==> src/rtl/spi_byte_tx.sv <==
// spi_byte_tx: SPI mode-0 byte transmitter with a small input FIFO.
// Each byte goes out MSB first inside its own spi_cs frame.
module spi_byte_tx #(
  parameter int CLK_DIV    = 12,
  parameter int FIFO_DEPTH = 4,
  parameter int GAP_HALF   = 2
) (
  input  logic                        clk_24m,
  input  logic                        rst_n,
  input  logic [7:0]                  i_data,
  input  logic                        i_valid,
  output logic                        o_ready,
  output logic [$clog2(FIFO_DEPTH):0] o_fifo_cnt,
  output logic                        o_busy,
  output logic                        o_done,
  output logic                        spi_clk,
  output logic                        spi_mosi,
  output logic                        spi_cs
);

  localparam int PW = $clog2(FIFO_DEPTH);
  localparam int CW = 12;
  localparam logic [PW:0]   DEPTH_C  = (PW+1)'(FIFO_DEPTH);
  localparam logic [CW-1:0] HALF_END = CW'(CLK_DIV - 1);
  localparam logic [CW-1:0] GAP_END  = CW'(GAP_HALF * CLK_DIV);

  typedef enum logic [1:0] {
    IDLE,
    LOAD,
    SHIFT,
    GAP
  } state_e;

  logic [7:0]    mem_q [FIFO_DEPTH];
  logic [PW-1:0] wr_ptr_q, wr_ptr_d;
  logic [PW-1:0] rd_ptr_q, rd_ptr_d;
  logic [PW:0]   cnt_q, cnt_d;
  logic          push, pop, empty;
  logic [7:0]    head;

  state_e        state_q, state_d;
  logic [CW-1:0] tmr_q, tmr_d;
  logic [3:0]    half_q, half_d;
  logic [7:0]    shift_q, shift_d;
  logic          done_q, done_d;
  logic          tick;

  assign o_ready = cnt_q < DEPTH_C;
  assign empty   = cnt_q == '0;
  assign push    = i_valid & o_ready;
  assign head    = mem_q[rd_ptr_q];

  always_comb begin
    wr_ptr_d = wr_ptr_q;
    rd_ptr_d = rd_ptr_q;
    cnt_d    = cnt_q;
    if (push) wr_ptr_d = wr_ptr_q + 1'b1;
    if (pop)  rd_ptr_d = rd_ptr_q + 1'b1;
    case ({push, pop})
      2'b10:   cnt_d = cnt_q + 1'b1;
      2'b01:   cnt_d = cnt_q - 1'b1;
      default: cnt_d = cnt_q;
    endcase
  end

  always_ff @(posedge clk_24m) begin
    if (push) mem_q[wr_ptr_q] <= i_data;
  end

  assign tick = tmr_q == HALF_END;

  always_comb begin
    state_d = state_q;
    tmr_d   = tmr_q + 1'b1;
    half_d  = half_q;
    shift_d = shift_q;
    done_d  = 1'b0;
    pop     = 1'b0;
    unique case (state_q)
      IDLE: begin
        tmr_d = '0;
        if (!empty) begin
          pop     = 1'b1;
          shift_d = head;
          state_d = LOAD;
        end
      end
      LOAD: begin
        if (tick) begin
          tmr_d   = '0;
          half_d  = '0;
          state_d = SHIFT;
        end
      end
      SHIFT: begin
        if (tick) begin
          tmr_d  = '0;
          half_d = half_q + 1'b1;
          if (half_q == 4'd15) begin
            state_d = GAP;
            done_d  = 1'b1;
          end else if (!half_q[0] && half_q != 4'd14) begin
            // falling edge: present the next bit; bit 0 is held to the end
            shift_d = {shift_q[6:0], 1'b0};
          end
        end
      end
      GAP: begin
        // extra decision cycle keeps the pitch equal to the IDLE pop latency
        if (tmr_q == GAP_END) begin
          tmr_d = '0;
          if (!empty) begin
            pop     = 1'b1;
            shift_d = head;
            state_d = LOAD;
          end else begin
            state_d = IDLE;
          end
        end
      end
      default: state_d = IDLE;
    endcase
  end

  always_ff @(posedge clk_24m or negedge rst_n) begin
    if (!rst_n) begin
      wr_ptr_q <= '0;
      rd_ptr_q <= '0;
      cnt_q    <= '0;
      state_q  <= IDLE;
      tmr_q    <= '0;
      half_q   <= '0;
      shift_q  <= '0;
      done_q   <= 1'b0;
    end else begin
      wr_ptr_q <= wr_ptr_d;
      rd_ptr_q <= rd_ptr_d;
      cnt_q    <= cnt_d;
      state_q  <= state_d;
      tmr_q    <= tmr_d;
      half_q   <= half_d;
      shift_q  <= shift_d;
      done_q   <= done_d;
    end
  end

  assign spi_cs     = (state_q == LOAD) || (state_q == SHIFT);
  assign spi_clk    = (state_q == SHIFT) && !half_q[0];
  assign spi_mosi   = spi_cs && shift_q[7];
  assign o_done     = done_q;
  assign o_busy     = (state_q != IDLE) || !empty;
  assign o_fifo_cnt = cnt_q;

endmodule

==> config.mk <==
export PLATFORM = sky130hd
export DESIGN_NAME = spi_byte_tx
export DESIGN_NICKNAME = d
export VERILOG_FILES = /design/src/rtl/spi_byte_tx.sv
export SDC_FILE = /design/constraint.sdc
export NUM_CORES = 1
export LEC_CHECK = 0
export ABC_AREA = 1
export CORE_ASPECT_RATIO = 0.9
export CORE_UTILIZATION = 59
export CTS_BUF_LIST = sky130_fd_sc_hd__clkbuf_8
export DETAILED_ROUTE_END_ITERATION = 8
export PLACE_DENSITY = 0.86
export SYNTH_ARGS = -nofsm -noshare
export SYNTH_HDL_FRONTEND = slang
export SYNTH_SLANG_ARGS = --single-unit
==> constraint.sdc <==
create_clock -name clk_24m -period 3.3 [get_ports clk_24m]
set_clock_uncertainty 0.2 [all_clocks]
set_input_delay 0.99 -clock clk_24m [delete_from_list [all_inputs] [get_ports clk_24m]]
set_output_delay 0.99 -clock clk_24m [all_outputs]
set_load 0.02 [all_outputs]
==> flow_metrics.py <==
metrics = {
    "sta": {
        "fin_tns_setup_ns": 0,
        "worstMarginPinSlew_ns": 0.549,
        "min_period_over_period_pct": 95.0,
        "relSlewSlack_pct": 63.4,
        "rsz0062_at_grt": "false",
        "final.setup.worst_slack_ns": 0.164,
        "finalSetupViolations": 0,
        "final-hold-violation-count": 0,
        "slew_violations": 0,
        "max_clock_freq_mhz": 319,
        "min_period_ns": 3.14,
    },
    "setup_path": {
        "worst_setup_path_start_kind": "flip-flop",
        "endpoint_kind": "output pin",
        "cp_data_required_time_ns": 2.11,
        "crit_arrival_ns": 1.95,
        "crit_fanout": 6,
        "criticalPathCategory": "reg -> out",
    },
    "synth": {
        "netlist_area_sq_um": 3330,
        "syn-num-nets": 386,
        "yosysWarnings": 0,
        "synthMostInstantiatedCell": "nand2_1",
        "synth_top_area_share_pct": 28.9,
        "synth_seq_area_share_pct": 54.4,
        "synth.area.top_cells": "edfxtp_1 29%, dfrtp_1 26%, nand2_1 11%",
        "synth_cell_types": 32,
        "async_flop_share_pct": 51.5,
        "synth_top_cell_by_area": "edfxtp_1",
        "netlist_instances": 359,
        "synthTopCellsByCount": "100 x nand2_1, 42 x nand3_1, 34 x dfrtp_1, 32 x edfxtp_1, 30 x inv_1",
        "synth_edf_count": 32,
        "syn_avg_cell_area_sq_um": 9.28,
        "synth-seq-cells": 66,
        "synth_ff_type": "dfrtp_1",
    },
    "hold_path": {
        "min_path_type": "reg -> reg",
    },
    "finish": {
        "multiInputGateArea_sq_um": 1320,
        "area_growth_pct": 15.1,
        "seq_area_sq_um": 1810,
        "nets": 416,
        "diodes": 0,
        "drive_above_1_share_pct": 13.5,
        "instances_no_fill": 461,
        "nFillCells": 372,
    },
    "clocking": {
        "post-cts-setup-buffer-count": 0,
        "clk_path_buf_depth": 2,
        "cts_resized": 0,
        "insertion_delay_ns": 0.34,
        "htree_levels": 3,
        "cts_made_buffers": 9,
        "root_buffer": "clkbuf_8",
        "clkTransAtPathRegs_ns": 0.06,
        "cts_tree": "done",
        "cts_hold_buf": 0,
        "numClockSinks": 66,
    },
    "place": {
        "dpl.cell_count": 445,
        "port-buffer-count": 19,
        "place.gp.congestion": 0.826,
        "dp_worst_setup_slack_ns": 0.334,
        "dp_hpwl_mm": 4.14,
    },
    "grt": {
        "antenna_found_initial": 0,
        "grt_usage_pct": 23.9,
        "grt_overflow_total": 0,
        "grt_pass1_wl_mm": 10.2,
        "grt_pass1_vias": 2298,
        "grt_max_degree": 35,
    },
    "power_and_ir_drop": {
        "p_per_area_nw_per_um2": 533,
        "ir_worst_vdd_mv": 0.676,
        "p_leak_uw": 0.00170,
    },
    "route": {
        "wl_per_cell_um": 13.1,
        "first_iter_violations": 180,
        "via_count": 2410,
        "routed_wl_mm": 6.02,
        "drtPass1Iterations": 4,
        "viasPerCell": 5.23,
        "drc": 0,
        "drtAntennaViolNets": 0,
    },
    "run_status": {
        "status": "finished clean",
    },
    "floorplanning": {
        "fp.dieArea_sq_um": 5950,
        "start_util_pct": 62.3,
        "core_sq_um": 5350,
        "die_h_um": 73.3,
        "io_pins": 20,
        "dieWidth_um": 81.2,
        "rows": 25,
    },
    "job": {
        "maxCapViolations": 0,
    },
}
## layout by cell type (no fill, tap or decap), types with 5 or more instances in the layout
cell,count
buf_4,8
clkbuf_8,9
clkdlybuf4s50_1,19
dfrtp_1,34
edfxtp_1,32
ha_1,15
inv_1,30
nand2_1,100
nand3_1,42
nor2_1,27
nor2_2,13
o21ai_0,7
o21ai_1,5
xor2_1,10
## report_power, final
group	switching [uW]	total, uW	internal, uW
sequential	34.9	990	955
clock	316	747	431
combinational	184	307	122
## layout make-up
| cell class | instances | area share, % |
|---|---|---|
| Clock buffer | 9 | 3.23 |
| Clock inverter | 7 | 2.61 |
| Inverter | 37 | 3.66 |
| Multi-Input combinational cell | 248 | 34.5 |
| Sequential cell | 66 | 47.3 |
| Tap cell | 67 | 2.19 |
| Timing Repair Buffer | 27 | 6.53 |
## sequential cells by signal (all words and copies together), names as in the netlist
register	count
o_done	1
wr_ptr_q	2
mem_q	32
state_q	2
o_fifo_cnt	3
tmr_q	12
shift_q	8
rd_ptr_q	2
half_q	4
## kinds of logic (layout without fill, tap and decap cells)
kind of cell | after synthesis | count (layout) | share of synthesized area [%]
xor gates and xnor gates | 13 | 13 | 3.42
adders and majority gates | 16 | 16 | 6.24
AOI/OAI and AO/OA | 18 | 18 | 2.89
and+or+nand+nor | 201 | 201 | 27.2
DFF | 66 | 66 | 54.4
buffers and inverters | 45 | 80 | 5.90
## routing by layer
metal  GRT usage (%)  vias up  share of wire [%]
li1                -     1220                  -
met1            29.5     1111                 43
met2            38.7       65                 49
met3            7.70       14                5.6
met4            10.5        0                2.3
met5               0        -                  0
## through the flow
step                hold WS, ns  instance area (sq um)  util [%]  total power [uW]
CTS                       0.288                   3830      71.6              2060
global route              0.320                   3830      71.6              2140
finish                    0.292                   3830      71.6              2040
global placement          0.262                   3610      67.5              1300
floorplan                 0.249                   3330         -              1170
detailed placement        0.266                   3610      67.5              1310
## worst max-delay path, stage by stage (launching register included)
cell and delay [ns]:
dfrtp_1 0.44, inv_1 0.15, ha_1 0.19, clkinv_1 0.09, nor2_1 0.13, clkdlybuf4s50_1 0.62
## worst paths after layout
kind,slack (ns),to,from,cells past startpoint
worst max-delay path,0.16,spi_clk,state_q[0],5
worst min-delay path,0.29,shift_q[0],shift_q[0],2
worst max register to register,0.75,o_fifo_cnt[2],state_q[0],12
worst min register to register,0.29,shift_q[0],shift_q[0],2
max in group asynchronous,1.74,shift_q[6],rst_n,2
min in group asynchronous,0.85,tmr_q[8],rst_n,2
Power figures use the tool's default switching activity.
